### src/rtl/display_pkg.sv
// display_pkg: shared types and helpers for the seven-segment scan controller.
//   NIBBLE_W     - bits per displayed digit (shared decoder input width)
//   MAX_DIGITS   - widest digit bank the controller supports
//   scan_state_t - per-slot phase: BLANK (all digits off) / SHOW (one digit lit)
//   onehot_digit - digit index to one-hot enable, MAX_DIGITS wide
package display_pkg;
  localparam int NIBBLE_W   = 4;
  localparam int MAX_DIGITS = 8;

  typedef enum logic {BLANK = 1'b0, SHOW = 1'b1} scan_state_t;

  function automatic logic [MAX_DIGITS-1:0] onehot_digit(input logic [2:0] idx);
    onehot_digit      = '0;
    onehot_digit[idx] = 1'b1;
  endfunction
endpackage

### src/rtl/scan_slot_timer.sv
// scan_slot_timer: owns the slot counter (0..SCAN_DIV-1) and the digit index.
// Ports:
//   i_clk, i_rst      - clock, async active-high reset
//   o_idx_nxt         - digit index that will be current after the next edge
//   o_slot_start      - current cycle is the first of a slot (counter == 0)
//   o_slot_end        - current cycle is the last of a slot
//   o_show_nxt        - the cycle after the next edge lies in the SHOW window
//   o_frame_end       - current cycle is the last cycle of the last digit slot
// Strobes ending in _nxt look one edge ahead so the top can register its
// outputs and still have them line up with the counter value.
module scan_slot_timer #(
  parameter  int NUM_DIGITS   = 4,
  parameter  int SCAN_DIV     = 50000,
  parameter  int BLANK_CYCLES = 64,
  localparam int IW = (NUM_DIGITS > 1) ? $clog2(NUM_DIGITS) : 1,
  localparam int CW = $clog2(SCAN_DIV)
) (
  input  logic          i_clk,
  input  logic          i_rst,
  output logic [IW-1:0] o_idx_nxt,
  output logic          o_slot_start,
  output logic          o_slot_end,
  output logic          o_show_nxt,
  output logic          o_frame_end
);

  logic [CW-1:0] r_cnt;
  logic [IW-1:0] r_idx;
  logic [CW-1:0] w_cnt_nxt;
  logic          w_last_digit;

  assign o_slot_start = (r_cnt == '0);
  assign o_slot_end   = (r_cnt == CW'(SCAN_DIV - 1));
  assign w_last_digit = (r_idx == IW'(NUM_DIGITS - 1));
  assign o_frame_end  = o_slot_end & w_last_digit;

  assign w_cnt_nxt = o_slot_end ? '0 : (r_cnt + CW'(1));
  assign o_idx_nxt = !o_slot_end  ? r_idx :
                     w_last_digit ? '0    : (r_idx + IW'(1));
  assign o_show_nxt = (w_cnt_nxt >= CW'(BLANK_CYCLES));

  always_ff @(posedge i_clk or posedge i_rst) begin
    if (i_rst) begin
      r_cnt <= '0;
      r_idx <= '0;
    end else begin
      r_cnt <= w_cnt_nxt;
      r_idx <= o_idx_nxt;
    end
  end

endmodule

### src/rtl/display_scan_ctrl.sv
// display_scan_ctrl: time-multiplexed scan controller for NUM_DIGITS
// common-enable seven-segment digits sharing one nibble decoder.
// Ports:
//   i_clk, i_rst       - clock, async active-high reset
//   i_load_valid       - new display value offered
//   i_load_data        - packed value, digit k in bits [4k+3:4k]
//   o_load_ready       - a new value can be accepted (no value pending)
//   i_suppress_lz      - blank leading zero digits (sampled per slot)
//   o_nibble           - current digit value to the shared decoder
//   o_digit_en         - one-hot digit enable, zero during blanking
//   o_frame_end style pulse on o_frame_tick after each full scan frame
// A value accepted through the handshake waits in a shadow register and is
// only copied to the display register at a frame boundary, so one frame
// never mixes two values.
module display_scan_ctrl
  import display_pkg::*;
#(
  parameter int NUM_DIGITS   = 4,
  parameter int SCAN_DIV     = 50000,
  parameter int BLANK_CYCLES = 64
) (
  input  logic                           i_clk,
  input  logic                           i_rst,
  input  logic                           i_load_valid,
  input  logic [NIBBLE_W*NUM_DIGITS-1:0] i_load_data,
  output logic                           o_load_ready,
  input  logic                           i_suppress_lz,
  output logic [NIBBLE_W-1:0]            o_nibble,
  output logic [NUM_DIGITS-1:0]          o_digit_en,
  output logic                           o_frame_tick
);

  localparam int DW = NIBBLE_W * NUM_DIGITS;
  localparam int IW = (NUM_DIGITS > 1) ? $clog2(NUM_DIGITS) : 1;

  logic [IW-1:0]         w_idx_nxt;
  logic                  w_slot_start, w_slot_end, w_show_nxt, w_frame_end;
  logic                  w_accept, w_commit, w_pending_nxt, w_sup;
  logic [DW-1:0]         w_disp_nxt;
  logic [NUM_DIGITS-1:0] w_supp, w_en_show;
  logic [NIBBLE_W-1:0]   w_nib_nxt;

  scan_state_t           r_state;
  logic [DW-1:0]         r_disp, r_shadow;
  logic                  r_pending, r_sup;
  logic [NIBBLE_W-1:0]   r_nibble;
  logic [NUM_DIGITS-1:0] r_digit_en;
  logic                  r_frame_tick, r_load_ready;

  scan_slot_timer #(
    .NUM_DIGITS  (NUM_DIGITS),
    .SCAN_DIV    (SCAN_DIV),
    .BLANK_CYCLES(BLANK_CYCLES)
  ) u_timer (
    .i_clk       (i_clk),
    .i_rst       (i_rst),
    .o_idx_nxt   (w_idx_nxt),
    .o_slot_start(w_slot_start),
    .o_slot_end  (w_slot_end),
    .o_show_nxt  (w_show_nxt),
    .o_frame_end (w_frame_end)
  );

  // Handshake: ready is ~pending, so accept and commit never coincide.
  assign w_accept      = i_load_valid & r_load_ready;
  assign w_commit      = w_frame_end & r_pending;
  assign w_pending_nxt = w_accept | (r_pending & ~w_commit);
  assign w_disp_nxt    = w_commit ? r_shadow : r_disp;

  // Suppress-LZ is latched during the counter==0 cycle; using the live input
  // in that cycle keeps BLANK_CYCLES==1 correct.
  assign w_sup = w_slot_start ? i_suppress_lz : r_sup;

  // Digit k (k>0) is a leading zero when it and every digit above it are 0.
  assign w_supp[0] = 1'b0;
  for (genvar k = 1; k < NUM_DIGITS; k++) begin : g_lz
    assign w_supp[k] = (w_disp_nxt[DW-1:NIBBLE_W*k] == '0);
  end

  assign w_en_show = (w_sup && w_supp[w_idx_nxt]) ? '0
                   : NUM_DIGITS'(onehot_digit(3'(w_idx_nxt)));
  assign w_nib_nxt = w_disp_nxt[w_idx_nxt*NIBBLE_W +: NIBBLE_W];

  always_ff @(posedge i_clk or posedge i_rst) begin
    if (i_rst) begin
      r_state      <= BLANK;
      r_disp       <= '0;
      r_shadow     <= '0;
      r_pending    <= 1'b0;
      r_sup        <= 1'b0;
      r_nibble     <= '0;
      r_digit_en   <= '0;
      r_frame_tick <= 1'b0;
      r_load_ready <= 1'b1;
    end else begin
      r_frame_tick <= w_frame_end;
      r_sup        <= w_sup;
      r_disp       <= w_disp_nxt;
      r_pending    <= w_pending_nxt;
      r_load_ready <= ~w_pending_nxt;
      if (w_accept) r_shadow <= i_load_data;
      case (r_state)
        // Nibble was set on entry to BLANK; the digit is lit once the
        // decoder has had the whole blanking guard to settle.
        BLANK: if (w_show_nxt) begin
          r_state    <= SHOW;
          r_digit_en <= w_en_show;
        end
        // Slot end always falls in SHOW since SCAN_DIV > BLANK_CYCLES.
        SHOW: if (w_slot_end) begin
          r_state    <= BLANK;
          r_digit_en <= '0;
          r_nibble   <= w_nib_nxt;
        end
        default: r_state <= BLANK;
      endcase
    end
  end

  assign o_nibble     = r_nibble;
  assign o_digit_en   = r_digit_en;
  assign o_frame_tick = r_frame_tick;
  assign o_load_ready = r_load_ready;

endmodule
### config.mk
export PLATFORM = sky130hd
export DESIGN_NAME = display_scan_ctrl
export DESIGN_NICKNAME = d
export VERILOG_FILES = /design/src/rtl/display_pkg.sv /design/src/rtl/scan_slot_timer.sv /design/src/rtl/display_scan_ctrl.sv
export SDC_FILE = /design/constraint.sdc
export NUM_CORES = 1
export LEC_CHECK = 0
export CAP_MARGIN = 25
export CELL_PAD_IN_SITES_DETAIL_PLACEMENT = 0
export CELL_PAD_IN_SITES_GLOBAL_PLACEMENT = 1
export CORE_ASPECT_RATIO = 0.5
export CORE_UTILIZATION = 45
export CTS_BUF_LIST = sky130_fd_sc_hd__clkbuf_16
export CTS_CLUSTER_SIZE = 28
export DETAILED_ROUTE_END_ITERATION = 8
export MAX_ROUTING_LAYER = met4
export PLACE_DENSITY = 0.74
export SETUP_SLACK_MARGIN = 0.3
export SKIP_LAST_GASP = 1
export SLEW_MARGIN = 20
export SYNTH_ARGS = -nofsm -noshare
export SYNTH_HDL_FRONTEND = slang
export SYNTH_SLANG_ARGS = --single-unit
export TNS_END_PERCENT = 30
### constraint.sdc
create_clock -name i_clk -period 8.1 [get_ports i_clk]
set_input_delay 1.215 -clock i_clk [delete_from_list [all_inputs] [get_ports i_clk]]
set_output_delay 1.215 -clock i_clk [all_outputs]
set_load 0.005 [all_outputs]
==> Word-level counts from Yosys, hierarchy flattened <==
Cells that the tools add are included.
{ "word_totals": {"wordCells": 54, "output_inout_bits": 10, "regBits": 63, "in_bits": 20} }
{ "op_classes": {"muxes": 16, "n_addsub": 2, "n_bitwise": 8, "n_eq_ne": 4, "n_reduce_logical": 8, "n_shift": 1, "n_lt_le_gt_ge": 4} }
{ "op_table": {"columns": ["op", "n"], "rows": [
  ["2-to-1 mux 16 bit", 2],
  ["adder 16 x 1 -> 16 bit (second input constant)", 1],
  ["== test 16 bit (second input constant)", 1],
  ["greater-or-equal comparator 16 x 7 -> 1 bit (second input constant)", 1],
  ["zero test 16 bit", 1],
  ["indexed part select 16 x 5 -> 4 bit", 1],
  ["zero test 12 bit", 1],
  ["2-to-1 mux 4 bit", 3],
  ["zero test 8 bit", 1],
  ["one-hot mux 4 bit (2 select lines)", 1],
  ["2-to-1 mux 1 bit", 5],
  ["bitwise AND 1 bit", 4],
  ["zero test 4 bit", 1],
  ["< comparator 2 x 4 -> 1 bit (second input constant)", 1],
  ["2-to-1 mux 2 bit", 2],
  ["inequality test 2 x 1 -> 1 bit (second input constant)", 2],
  ["AND reduction 2 bit", 2],
  ["< comparator 2 x 3 -> 1 bit (second input constant)", 1],
  ["NOT 1 bit", 3],
  ["adder 2 x 1 -> 2 bit (second input constant)", 1],
  ["binary-select mux 1 bit (select 2 bit)", 1],
  ["demux 1 bit (select 2 bit)", 1],
  ["== test 2 bit (second input constant)", 1],
  ["greater-or-equal comparator 2 x 1 -> 1 bit (second input constant)", 1],
  ["3 further kinds", 4]
]} }

==> Longest topological paths before layout <==
Gate-level depths: netlist (run 1).
{ "logic_depth": {"ltp_word": 11, "ltp_mapped": 10} }

==> By module <==
A second synthesis (run 1) with hierarchy kept.
{ "unflattened": {"cells_unflattened": 234, "hier_area_um2": 2910.3} }
{ "modules_own_cells": {"columns": ["mod", "area_each_um2", "n_inst", "cells_per_inst"], "rows": [
  ["display_scan_ctrl", 1886.8, 1, 129],
  ["scan_slot_timer", 1023.5, 1, 105]
]} }

==> Least setup slack after synthesis (run 1) <==
No wires, ideal clock.
{ "synth_timing": {"path_type": "register to register", "start": "register u_timer.r_cnt[12]", "end": "register r_nibble[0] (netlist: o_nibble[0])", "path_slack_ns": 5.512, "arrival_time_ns": 2.464, "setup_time_ns": 0.124, "path_stages_with_launch": 9, "path_cell_list": "dfrtp_1 > or4_4 > nor4_4 > and2_4 > mux2i_2 > clkinv_4 > nor2_1 > nor4_1 > a211o_1"} }
{ "synth_via": {"word_cells_on_any_way": 7, "cone_classes": "eq/ne: 1; shift: 1; mux: 2; bitwise: 2; reduce/logical: 1"} }
{ "synth_rtl": {"columns": ["element", "line", "source"], "rows": [
  ["start, declared", "scan_slot_timer.sv:27", "logic [CW-1:0] r_cnt;"],
  ["start signal, assigned", "scan_slot_timer.sv:47", "r_cnt <= w_cnt_nxt;"],
  ["== test 16 bit", "scan_slot_timer.sv:33", "assign o_slot_end = (r_cnt == CW'(SCAN_DIV - 1));"],
  ["2-to-1 mux 2 bit", "scan_slot_timer.sv:38", "assign o_idx_nxt = !o_slot_end ? r_idx :"],
  ["named net u_timer.o_idx_nxt[0]", "scan_slot_timer.sv:20", "output logic [IW-1:0] o_idx_nxt,"],
  ["indexed part select 16 x 5 -> 4 bit", "display_scan_ctrl.sv:82", "assign w_nib_nxt = w_disp_nxt[w_idx_nxt*NIBBLE_W +: NIBBLE_W];"],
  ["end signal, assigned", "display_scan_ctrl.sv:113", "r_nibble <= w_nib_nxt;"],
  ["end, declared", "display_scan_ctrl.sv:46", "logic [NIBBLE_W-1:0] r_nibble;"]
]} }
The timed path passes the listed nets, and every way through them passes these cells.
A chain may end at the register's enable or synchronous reset.

==> Worst setup path in the final report (run 1) <==
{ "layout_timing": {"start": "register u_timer.r_cnt[12]", "end": "register r_nibble[2] (netlist: o_nibble[2])"} }
The elaborated chain is that of the path after synthesis.

==> results of run 1 <==
-- critical path: stages, from the launching register on --
cell and delay [ps]:
dfrtp_1 440, or4_4 570, nor4_4 250, and2_4 360
mux2i_2 590, clkinv_4 190, nor2_1 140, nor4_1 60
a211o_1 280
-- power groups by stage --
stage	logic [mW]	clock network [mW]	registers [mW]
floorplan	0.00526	0	0.321
finish	0.0162	0.401	0.315
detailed placement	0.0169	0	0.321
global placement	0.0164	0	0.321
CTS	0.0169	0.410	0.315
global route	0.0182	0.427	0.315
-- routing by layer --
| metal | share of wire [%] | vias up |
|---|---|---|
| li1 | - | 1004 |
| met1 | 49 | 1037 |
| met2 | 46 | 44 |
| met3 | 4.3 | 6 |
| met4 | 0.71 | 0 |
| met5 | 0 | - |
-- logic make-up (layout without fill, tap and decap cells) --
family          Yosys count  after routing  synth area share (%)
fa+ha+maj                 3              3                  1.23
compound gates           24             24                  5.92
mux                      42             42                  15.5
buf+inv                  20             57                  3.66
xor+xnor                 19             19                  5.47
flops                    63             63                  51.9
simple gates             94             94                  16.4
-- metrics by stage --
| step | worst slack [ps] | instance area (sq um) | util [%] | hold slack (ps) |
|---|---|---|---|---|
| 2_1_floorplan | 5320 | 3040 | - | 449 |
| 3_3_place_gp | 5190 | 3390 | 53.9 | 468 |
| 3_5_place_dp | 5110 | 3390 | 53.9 | 485 |
| 4_1_cts | 5090 | 3700 | 58.9 | 496 |
| 5_1_grt | 4860 | 3700 | 58.9 | 518 |
| 6_report | 5090 | 3700 | 58.9 | 494 |
-- state kept, by name, summed over array words and instances (netlist names) --
signal and cells:
r_disp 16, r_shadow 16, u_timer.r_cnt 16, o_digit_en 4, o_nibble 4, u_timer.r_idx 2, o_frame_tick 1, o_load_ready 1
r_pending 1, r_state 1, r_sup 1
-- cell usage in the layout, fill, tap and decap left out, types with 7 or more instances in the layout --
cell type / instances
nand2_1: 16
xnor2_1: 11
clkdlybuf4s50_1: 29
dfrtp_1: 62
nor4_1: 12
xor2_1: 8
mux2i_1: 7
clkbuf_16: 9
nand3_1: 11
inv_1: 8
mux2_2: 25
mux2_1: 8
nor2_1: 30
-- layout make-up --
| cell class | instances | area (sq um) |
|---|---|---|
| Tap cell | 88 | 110 |
| Fill cell | 536 | 2580 |
| Timing Repair Buffer | 30 | 298 |
| Inverter | 11 | 46.3 |
| Clock inverter | 7 | 87.6 |
| Multi-Input combinational cell | 182 | 1350 |
| Clock buffer | 9 | 225 |
| Sequential cell | 63 | 1580 |
-- worst paths after layout --
kind,end,start,slack [ps],cells past startpoint
max,o_nibble[2],u_timer.r_cnt[12],5090,8
min,o_nibble[3],o_nibble[3],490,1
max reg2reg,o_nibble[2],u_timer.r_cnt[12],5090,8
min reg2reg,o_nibble[3],o_nibble[3],490,1
max in group asynchronous,r_shadow[3],i_rst,6130,3
min in group asynchronous,u_timer.r_cnt[5],i_rst,1440,3
==> results.tsv, run 1 <==
metric	value	unit
layoutNonFillerInstCount	390	
core_area	6280	sq um
synth-seq-area-share	51.9	%
placed_cells	374	
ioPinCount	30	
root_buffer	clkbuf_16	
dpl.hpwl	4200	microns
power	0.733	mW
cp-end-kind	register	
wl_per_cell	15.2	microns
postCtsSetupRepairBufs	0	
ys_warn_count	0	
pwr-share-seq	43.0	%
cellLeakagePower	1.80	nW
synthArstFlopShare	100	%
yosysMostFrequentCell	dfrtp_1	
holdBufCountCts	0	
ant_nets	0	
crit_arrival	3220	ps
htreeDepth	3	
netlist_instances	265	
synth_largest_area_cell	dfrtp_1	
criticalPathCategory	reg2reg	
tightest_slew	804	ps
finalCritPeriodShare	37.1	%
tritoncts	built	
relSlewSlack	46.4	%
cap_viol_max_count	0	
grt.total_usage	20.1	%
die_w	118	microns
p_sw	0.143	mW
skew	6.06	ps
met3_usage	6.68	%
clk_path_buf_depth	2	
routed_wl	5930	microns
die_area	7110	sq um
hold_viol	0	
setup_viol	0	
die_h	60.1	microns
syn-cell-area	3040	sq um
grtUsageMet2	31.4	%
p_clk_share	54.7	%
grt_max_degree	64	
grt_pass1_vias	2118	
numCtsBuffers	9	
grt-busiest-layer	met2	
synth-edff-count	0	
drtIter0Drc	109	
critPathMaxFanout	21	
ys.flop_type	dfrtp_1	
nNetsFinal	320	
ys_top_cells_by_count	62 x dfrtp_1, 30 x nor2_1, 25 x mux2_2	
avgSynthCellArea	11.5	sq um
cts_resized	0	
worstPathRequired	8310	ps
use_met1	24.6	%
max_freq	332	MHz
swShare	19.5	%
final.setup.tns	0	ps
ys_ff_latch	63	
vdd_drop_max	122	uV
clkSinkCount	63	
synth_top_area_share	51.0	%
synth.distinct_cells	53	
drt_first_pass_iters	4	
start_kind	register	
synth_area_leaders	dfrtp_1 51%, mux2_2 9.3%, nor2_1 3.7%	
worst_setup_hold_path_clk_slew	50	ps
vias	2091	
syn_nets	288	
antenna-diode-count	0	
port_buffers	29	
overflow	0	
internal_power	0.590	mW
power_frac_comb	2.2	%
p_per_area	198	nW/um^2
area_delta_synth_final	21.5	%
hold_path_class	reg2reg	
clock_latency	330	ps
initial_utilization	48.4	%
status	finished, final reports clean	
drive_above_1_share	18.9	%
grt_first_pass_wirelength	10300	microns
period_needed	3010	ps
placementRows	20	
viasPerCell	5.36	
drv_slew	0	
antenna_found_initial	0	
drc	0	
grt_setup_unrepaired	no	
place.gp.congestion	0.846	
No activity file was read; power rests on OpenSTA's default activity.
==> inputs of run 2 (changes only) <==
==> constraint.sdc (replaced) <==
create_clock -name i_clk -period 3.1 [get_ports i_clk]
set_input_delay 0.465 -clock i_clk [delete_from_list [all_inputs] [get_ports i_clk]]
set_output_delay 0.465 -clock i_clk [all_outputs]
set_load 0.005 [all_outputs]
==> results.tsv, run 2 (synthesis gave the netlist of run 1 again) <==
metric	value	unit
cap_viol_max_count	0	
overflow	0	
vias	2079	
final_common_cell	dfrtp_1	
hold_path_class	reg2reg	
die_area	7110	sq um
power	1.71	mW
finalCritPeriodShare	85.1	%
swShare	20.0	%
cp-startpoint	u_timer.r_cnt[12]	
antenna_found_initial	0	
internal_power	1.37	mW
clk_path_buf_depth	2	
r2r_start	u_timer.r_cnt[12]	
worstPathRequired	3290	ps
tritoncts	built	
p_sw	0.342	mW
clkSinkCount	63	
grt_setup_unrepaired	yes	
root_buffer	clkbuf_16	
start_kind	register	
drive_above_1_share	19.0	%
drc	0	
ant_nets	0	
worstSetupEndpoint	o_nibble[1]	
grt_pass1_vias	2045	
routed_wl	5890	microns
fillers	525	
worst_setup_hold_path_clk_slew	50	ps
status	finished, final reports clean	
initial_utilization	48.4	%
skew	8.49	ps
relSlewSlack	50.5	%
tightest_slew	741	ps
grt_max_degree	64	
dpl.hpwl	4210	microns
vdd_drop_max	401	uV
reg2regPathDepth	9	
viasPerCell	5.28	
htreeDepth	3	
p_clk_share	49.1	%
setup_viol	0	
r2r_end	o_nibble[1]	
ioPinCount	30	
period_needed	2640	ps
antenna-diode-count	0	
clock_latency	330	ps
cp-end-kind	register	
reg_top3	r_disp x16, r_shadow x16, u_timer.r_cnt x16	
area_delta_synth_final	21.1	%
final.setup.tns	0	ps
drv_slew	0	
cellLeakagePower	1.82	nW
placementRows	20	
drtIter0Drc	145	
core_area	6280	sq um
port_buffers	29	
die_w	118	microns
reg2reg_slack	460	ps
critPathMaxFanout	8	
numCtsBuffers	9	
place.gp.congestion	0.839	
grt.total_usage	20.1	%
nNetsFinal	325	
grt_first_pass_wirelength	10000	microns
wl_per_cell	14.9	microns
final_cell_mix	62 x dfrtp_1, 30 x nor2_1, 29 x clkdlybuf4s50_1, 25 x mux2_2, 16 x nand2_1	
crit_arrival	2820	ps
die_h	60.1	microns
power_frac_comb	2.6	%
max_freq	379	MHz
pwr-share-seq	48.3	%
criticalPathCategory	reg2reg	
hold_viol	0	
drt_first_pass_iters	4	
p_per_area	464	nW/um^2
run 2: cell types whose count changed in the layout (fill, tap and decap cells not counted):
cell	before	now
clkinvlp_4	2	0
buf_4	1	5
inv_1	8	12
clkinv_1	2	1
buf_12	0	1
bufinv_16	2	0
run 2: timing repair:
item | CTS | global route
setup buffers | 0 | 2
hold buffers | 0 | 0
endpoints found under the setup margin | 0 | 4
gates resized for setup | 0 | 0
run 2: per-layer routing:
metal / routed length (microns) / track usage [%]
met1: 2830 / 24.1
met3: 271 / 6.97
met2: 2710 / 30.9
met4: 74 / 9.34
met5: 0 / -
run 2: how the worst min path moves through the flow:
stage                startpoint     endpoint  depth (start not counted)
global route        r_shadow[5]  r_shadow[5]                          1
floorplan                 r_sup        r_sup                          2
finish              o_nibble[2]  o_nibble[2]                          1
CTS                 o_nibble[2]  o_nibble[2]                          1
global placement    r_shadow[5]    r_disp[5]                          1
detailed placement  o_nibble[2]  o_nibble[2]                          1
run 2: power groups by stage:
stage / registers (mW) / clock network [mW] / logic (mW)
after floorplan: 0.838 / 0 / 0.0138
after global placement: 0.838 / 0 / 0.0450
after detailed placement: 0.838 / 0 / 0.0462
final: 0.825 / 0.840 / 0.0445
after global routing: 0.824 / 0.898 / 0.0505
after CTS: 0.825 / 0.869 / 0.0465
run 2: area by class of cell:
cell class / count / area (sq um) / share of cell area [%]
Clock buffer: 9 / 225 / 6.11
Clock inverter: 6 / 23.8 / 0.645
Inverter: 11 / 46.3 / 1.26
Multi-Input combinational cell: 182 / 1350 / 36.7
Sequential cell: 63 / 1580 / 42.8
Tap cell: 88 / 110 / 2.99
Timing Repair Buffer: 35 / 348 / 9.44
run 2: worst max-delay path: stages (launching register included):
cell and delay, ps:
dfrtp_1 430, or4_4 570, nor4_4 250, and2_4 250, or2b_2 130, a21boi_4 250, inv_2 110, mux2_1 320
nand2_1 70, a41oi_1 100
run 2: metrics by stage:
stage	utilization [%]	std cells	hold WS, ps	cell area (sq um)	setup WS [ps]
3_3_place_gp	54.5	377	467	3420	431
3_5_place_dp	54.5	377	481	3420	397
2_1_floorplan	-	265	449	3040	512
5_1_grt	58.7	394	509	3680	295
6_report	58.7	394	486	3680	463
4_1_cts	58.4	392	493	3670	381
